<file path="config.mk">
export PLATFORM = sky130hd
export DESIGN_NAME = canright_inv_pipe
export DESIGN_NICKNAME = d
export VERILOG_FILES = /design/src/rtl/canright_inv_pipe.sv
export SDC_FILE = /design/constraint.sdc
export NUM_CORES = 1
export LEC_CHECK = 0
export ABC_AREA = 1
export CAP_MARGIN = 20
export CELL_PAD_IN_SITES_DETAIL_PLACEMENT = 1
export CELL_PAD_IN_SITES_GLOBAL_PLACEMENT = 1
export CORE_ASPECT_RATIO = 0.6
export CORE_MARGIN = 2
export CORE_UTILIZATION = 40
export CTS_BUF_LIST = sky130_fd_sc_hd__clkbuf_4 sky130_fd_sc_hd__clkbuf_8
export CTS_CLUSTER_SIZE = 16
export DETAILED_ROUTE_END_ITERATION = 12
export MAX_ROUTING_LAYER = met4
export PLACE_DENSITY = 0.9
export SYNTH_ARGS = -nofsm -noshare
export SYNTH_HDL_FRONTEND = slang
export SYNTH_SLANG_ARGS = --single-unit
</file>
<file path="constraint.sdc">
create_clock -name clk -period 2.8 [get_ports clk]
set_input_delay 0.84 -clock clk [delete_from_list [all_inputs] [get_ports clk]]
set_output_delay 0.84 -clock clk [all_outputs]
set_load 0.1 [all_outputs]
</file>
<file path="src/rtl/canright_inv_pipe.sv">
// canright_inv_pipe
//   Pipelined, multi-lane GF(2^4) inverter built on the Canright tower
//   field: GF(2^4) over GF(2^2), both levels in normal basis. GF(2^2) uses
//   the basis {W^2, W}, with bit 1 holding the W^2 coefficient. The
//   GF(2^4) sum term is scaled by N = W^2.
//   Each lane computes
//     d = hi*lo ^ N*(hi^lo)^2 ; e = d^-1 ; out = {e*lo, e*hi}
//   The output register is always present. STAGES=2 adds a register after
//   the GF(4) sum. STAGES=3 adds another register after the GF(4) inverse.
//
// Ports
//   clk, rst             rising-edge clock, asynchronous active-high reset
//   in_valid/in_ready    input handshake
//   in_data[4*LANES]     lane i = in_data[4i+3:4i], {hi[3:2], lo[1:0]}
//   in_tag[TAG_W]        sideband, returned unchanged with its beat
//   out_valid/out_ready  output handshake
//   out_data[4*LANES]    lane i = GF(2^4) inverse of input lane i (0 -> 0)
//   out_tag[TAG_W]       tag of the beat on out_data
//   cnt_clr              synchronous clear of beat_cnt (beats a handshake)
//   beat_cnt[16]         count of output handshakes, wraps
//
// Handshake: a beat moves across an interface on a rising edge where valid
// and ready are both 1. Once valid is raised, the beat is held stable until
// it is taken. ready never depends on valid on the same interface.
// Each stage k is ready when it is empty or when the stage below it is ready.
// As a result, bubbles collapse even while the output is stalled.
module canright_inv_pipe #(
  parameter int LANES  = 4,
  parameter int STAGES = 2,
  parameter int TAG_W  = 4
) (
  input  logic                 clk,
  input  logic                 rst,
  input  logic                 in_valid,
  output logic                 in_ready,
  input  logic [4*LANES-1:0]   in_data,
  input  logic [TAG_W-1:0]     in_tag,
  output logic                 out_valid,
  input  logic                 out_ready,
  output logic [4*LANES-1:0]   out_data,
  output logic [TAG_W-1:0]     out_tag,
  input  logic                 cnt_clr,
  output logic [15:0]          beat_cnt
);

  localparam int DW = 4 * LANES;
  // Intermediate lane payload: {hi, lo, d} or {hi, lo, e}.
  localparam int MW = 6 * LANES;

  // GF(2^2) normal-basis multiply.
  function automatic logic [1:0] gf4_mul(input logic [1:0] a, input logic [1:0] b);
    logic s;
    s = (a[1] ^ a[0]) & (b[1] ^ b[0]);
    return {(a[1] & b[1]) ^ s, (a[0] & b[0]) ^ s};
  endfunction

  // Square and then scale by N = W^2.
  function automatic logic [1:0] gf4_sqscl(input logic [1:0] a);
    return {a[1], a[1] ^ a[0]};
  endfunction

  // In normal basis, inversion in GF(2^2) is squaring, which is a bit swap.
  function automatic logic [1:0] gf4_inv(input logic [1:0] a);
    return {a[0], a[1]};
  endfunction

  function automatic logic [MW-1:0] f_sum(input logic [DW-1:0] x);
    logic [MW-1:0] r;
    logic [1:0]    hi, lo;
    r = '0;
    for (int i = 0; i < LANES; i++) begin
      hi = x[4*i+2 +: 2];
      lo = x[4*i   +: 2];
      r[6*i +: 6] = {hi, lo, gf4_mul(hi, lo) ^ gf4_sqscl(hi ^ lo)};
    end
    return r;
  endfunction

  function automatic logic [MW-1:0] f_inv(input logic [MW-1:0] m);
    logic [MW-1:0] r;
    r = '0;
    for (int i = 0; i < LANES; i++)
      r[6*i +: 6] = {m[6*i+2 +: 4], gf4_inv(m[6*i +: 2])};
    return r;
  endfunction

  function automatic logic [DW-1:0] f_out(input logic [MW-1:0] m);
    logic [DW-1:0] r;
    logic [1:0]    hi, lo, e;
    r = '0;
    for (int i = 0; i < LANES; i++) begin
      hi = m[6*i+4 +: 2];
      lo = m[6*i+2 +: 2];
      e  = m[6*i   +: 2];
      r[4*i +: 4] = {gf4_mul(e, lo), gf4_mul(e, hi)};
    end
    return r;
  endfunction

  logic [STAGES:1] v;
  logic [STAGES:1] uv;
  logic [STAGES:1] rdy;
  logic [STAGES:1] ld;
  logic [TAG_W-1:0] tag_r [1:STAGES];
  logic [TAG_W-1:0] utag  [1:STAGES];
  logic [DW-1:0]    out_r;
  logic [DW-1:0]    out_nxt;

  // Upstream valid/tag for each stage. Stage 1 is fed by the input port.
  always_comb begin
    uv      = '0;
    uv[1]   = in_valid;
    utag[1] = in_tag;
    for (int k = 2; k <= STAGES; k++) begin
      uv[k]   = v[k-1];
      utag[k] = tag_r[k-1];
    end
  end

  // Ready chain, evaluated from the output back toward the input.
  always_comb begin
    logic r;
    rdy = '0;
    r   = out_ready;
    for (int k = STAGES; k >= 1; k--) begin
      r      = !v[k] | r;
      rdy[k] = r;
    end
  end

  assign ld = rdy & uv;

  if (STAGES < 1 || STAGES > 3) begin : g_bad_stages
    $error("canright_inv_pipe: STAGES must be 1..3, got %0d", STAGES);
  end

  if (STAGES == 1) begin : g_s1
    assign out_nxt = f_out(f_inv(f_sum(in_data)));
  end else if (STAGES == 2) begin : g_s2
    logic [MW-1:0] m1;
    always_ff @(posedge clk or posedge rst) begin
      if (rst)        m1 <= '0;
      else if (ld[1]) m1 <= f_sum(in_data);
    end
    assign out_nxt = f_out(f_inv(m1));
  end else if (STAGES == 3) begin : g_s3
    logic [MW-1:0] m1, m2;
    always_ff @(posedge clk or posedge rst) begin
      if (rst) begin
        m1 <= '0;
        m2 <= '0;
      end else begin
        if (ld[1]) m1 <= f_sum(in_data);
        if (ld[2]) m2 <= f_inv(m1);
      end
    end
    assign out_nxt = f_out(m2);
  end

  always_ff @(posedge clk or posedge rst) begin
    if (rst) begin
      v     <= '0;
      out_r <= '0;
      for (int k = 1; k <= STAGES; k++) tag_r[k] <= '0;
    end else begin
      for (int k = 1; k <= STAGES; k++) begin
        if (rdy[k]) v[k]     <= uv[k];
        if (ld[k])  tag_r[k] <= utag[k];
      end
      if (ld[STAGES]) out_r <= out_nxt;
    end
  end

  always_ff @(posedge clk or posedge rst) begin
    if (rst)                         beat_cnt <= '0;
    else if (cnt_clr)                beat_cnt <= '0;
    else if (out_valid && out_ready) beat_cnt <= beat_cnt + 16'd1;
  end

  assign in_ready  = rdy[1];
  assign out_valid = v[STAGES];
  assign out_data  = out_r;
  assign out_tag   = tag_r[STAGES];

endmodule

</file>
# Word level (Yosys, flattened, before mapping)
# Index checks and enable logic that the tools add are counted.
# classes
n_eq_ne	0
mux	2
addsub	1
reduce_logical	4
mul	0
order_cmp	0
div_mod_pow	0
bitwise	95
shifts	0
# ops
op	n
XOR 1 bit	48
bitwise AND 1 bit	36
two-way mux 16 bit	2
adder 16 x 1 -> 16 bit, second input constant	1
XOR 2 bit	8
bitwise AND 2 bit	1
zero test 1 bit	2
OR 1 bit	2
nonzero test 2 bit	1
logical AND 1 bit	1
# word_totals
output_inout_bits	38
in_bits	25
latchBits	0
mem_count	0
wordCells	109
ramBits	0
rom_bits	0
reg_bits	66

# Logic depth before layout (Yosys ltp)
# Gate-level depths: netlist of the first run.
# logic_depth
depth_word	4
depth_mapped	9
ltp_nobuf	9

# Least setup slack after synthesis of the first run
# No wires, ideal clock.
# synth_path
kind	register to output
from	register v[2] (netlist name)
to	output in_ready
arrival_time_ns	1.679
path_slack_ns	0.281
path_buffers	0
required_ns	1.960
path_stages_with_launch	2
cell_sequence	dfrtp_1 > nand3_2
# synth_between
elab_chain_cells	3
# synth_lines
item	line_no	rtl
from (decl)	100	logic [STAGES:1] v;
from (signal, indexed assignment)	167	if (rdy[k]) v[k] <= uv[k];
zero test 1 bit	126	r = !v[k] | r;
OR 1 bit (2 in series)	126	
to (decl)	35	output logic in_ready,
# Every way passes these cells.

# Worst setup path after layout of the first run
# layout_path
from	input out_ready
to	output in_ready
# layout_between
elab_chain_cells	2
# layout_lines
item	line_no	rtl
from (decl)	39	input logic out_ready,
OR 1 bit (2 in series)	126	
# Every way passes these cells.

==> flow_summary_export.csv, run 1 <==
group,metric,value,unit
status,status,"finished, final reports clean",
clock_network,post_cts_buffers,0,
timing,finalHoldViolCount,0,
power,power_density,850.7,nW/um^2
synthesis,syn-num-nets,547,
detailed_routing,wl_per_cell,14.31,um
floorplanning,core,9256,sq um
critical_path,setup.worst_path.end_class,"primary output",
synthesis,synth_cell_types,29,
clock_network,clk_latency,0.36,ns
power,vdd_drop_max,0.0005048,V
min_path,hp-class,"reg2reg",
clock_network,cts_resized,0,
detailed_routing,firstDrtPassIters,4,
place,postPlaceCellArea,4481,sq um
synthesis,syn-instance-count,513,
clock_network,clkTransAtPathRegs,0.07,ns
floorplanning,initial_core_util,41.43,%
job,maxCapViolations,0,
clock_network,htree_levels,3,
synthesis,syn_avg_cell_area,7.475,sq um
synthesis,ys_warn_count,0,
place,dp_hpwl,7.801,mm
timing,finalCritPeriodShare,92.95,%
cells_and_area,drive_gt1_share,13.79,%
grt,overflow,0,
grt,grt_pass1_vias,3767,
cells_and_area,stdcell_area,4648,sq um
synthesis,synth_area,3835,sq um
cells_and_area,syn_to_final_growth,21.21,%
critical_path,worstPathRequired,1.96,ns
floorplanning,die_w,130.4,um
critical_path,cp_max_fo,3,
critical_path,startpoint_type,"primary input",
critical_path,crit_arrival,1.76,ns
clock_network,cts_tree,"built",
clock_network,holdBufCountCts,0,
synthesis,ys_seq_area_share,43.07,%
timing,fin_setup_tns,0,ns
cells_and_area,num_antenna_cells,0,
timing,fin_skew,0.008845,ns
grt,groute.usage.overall,22.25,%
floorplanning,rows,27,
clock_network,cts_buffers,9,
grt,grt_pass1_wl,17.57,mm
floorplanning,io_pins,63,
timing,slew_violations,0,
min_path,whs_path_depth,2,
timing,finalCriticalPeriod,2.603,ns
timing,rsz0062_at_grt,"no",
timing,clock.fmax,384.2,MHz
critical_path,reg2regPathDepth,5,
clock_network,cts_num_sinks,66,
floorplanning,dieArea,10410,sq um
place,gp_congestion,0.8010,
cells_and_area,final_common_cell,"nand2_1",
floorplanning,die_h,79.85,um
cells_and_area,finalCoreUtilization,50.22,%
detailed_routing,ant_nets,0,
grt,antenna_found_initial,0,
power,leakage,2.512,nW
cells_and_area,nets,611,
cells_and_area,final_cell_mix,"nand2_1, dfrtp_1, inv_1",
grt,grt_start_max_net_pins,67,
detailed_routing,avgViaCountPerCell,4.921,
critical_path,worstSetupPathType,"in2out",
place,portBuffers,62,
clock_network,clockBufferDepth,2,
detailed_routing,routed-via-count,3494,
timing,setup_viol,0,
detailed_routing,drcViolationCount,0,
timing,maxSlewHeadroom,75.06,%
clock_network,cts-root-buf,"clkbuf_8",
synthesis,synth_seq_cells,66,
timing,worst_pin_slew,0.3737,ns
detailed_routing,drtIter0Drc,169,
detailed_routing,wl,10.16,mm
## sequential cells by signal (all words and copies together), names as in the netlist
name	flops
beat_cnt	16
g_s2.m1	24
tag_r	4
v	2
out_data	16
out_tag	4
## critical path, cell delays in order
cell             delay, ns
clkdlybuf4s50_1       0.52
inv_1                 0.08
nand3_2               0.13
buf_12                0.19
## routing by layer
| metal | vias to the layer above | track usage (%) | share of wire [%] |
|---|---|---|---|
| met4 | 0 | 6.277 | 1.3 |
| met2 | 50 | 37.33 | 49 |
| met3 | 11 | 5.965 | 3.7 |
| li1 | 1725 | - | - |
| met1 | 1708 | 26.67 | 46 |
| met5 | - | - | 0 |
## synth_stat cells, drive strengths merged
master	n	area share (%)
and3	1	0.20
ha	9	2.9
nand4	5	0.98
o21ai	21	2.7
nand2	227	23
dfrtp	66	43
nor3	1	0.13
or2	1	0.16
nor2	22	3.3
a21oi	9	1.2
a31oi	1	0.16
inv	58	5.7
buf	13	2.4
nand3b	19	3.7
xnor2	4	0.91
nand3	43	5.7
xor2	12	3.5
clkbuf	1	0.36
## metrics by stage
step / power [W] / cells / setup slack (ns) / hold WS [ns]
after floorplan: 0.002818 / 513 / 0.2812 / 0.4422
after global placement: 0.003188 / 696 / 0.2127 / 0.4613
after detailed placement: 0.003262 / 696 / 0.2025 / 0.4622
after CTS: 0.003985 / 710 / 0.1957 / 0.4737
after global routing: 0.004180 / 710 / 0.1706 / 0.5123
final: 0.003954 / 710 / 0.1973 / 0.4766
## area by class of cell
type / count / area, sq um
fillers: 1199 / 4608
multi-input cells: 375 / 1861
flip-flops and latches: 66 / 1652
repair buffers: 67 / 588.1
inverters: 58 / 217.7
clock buffers: 14 / 167.7
well taps: 130 / 162.7
## where the power goes
part	internal, W	total (W)	leakage, nW	switching (W)
combinational	0.000430	0.00192	1.58	0.00149
sequential	0.00115	0.00132	0.841	0.000165
clock	0.000376	0.000716	0.0903	0.000340
## cells by family after synthesis
| kind of cell | after synthesis | share of synthesized area [%] |
|---|---|---|
| simple gates | 319 | 37.06 |
| buf+inv | 72 | 8.418 |
| flops | 66 | 43.07 |
| compound gates | 31 | 4.078 |
| xor+xnor | 16 | 4.437 |
| fa+ha+maj | 9 | 2.936 |
## final timing paths
kind | slack, ns | from | endpoint
max | 0.20 | out_ready | in_ready
min | 0.48 | tag_r[6] | out_tag[2]
max reg2reg | 1.36 | v[2] | g_s2.m1[22]
min reg2reg | 0.48 | tag_r[6] | out_tag[2]
max in group asynchronous | 1.62 | rst | out_data[14]
min in group asynchronous | 0.87 | rst | out_data[2]
(Power assumes the default switching activity.)
==> inputs of run 2 (changes only) <==
--- a/config.mk
+++ b/config.mk
@@ -6,6 +6,7 @@
 export NUM_CORES = 1
 export LEC_CHECK = 0
 export ABC_AREA = 1
+export ABC_CLOCK_PERIOD_IN_PS = 2800
 export CAP_MARGIN = 20
 export CELL_PAD_IN_SITES_DETAIL_PLACEMENT = 1
 export CELL_PAD_IN_SITES_GLOBAL_PLACEMENT = 1
==> results of run 2 <==
No change in the layout: final DEF, timing and power equal those of run 1.
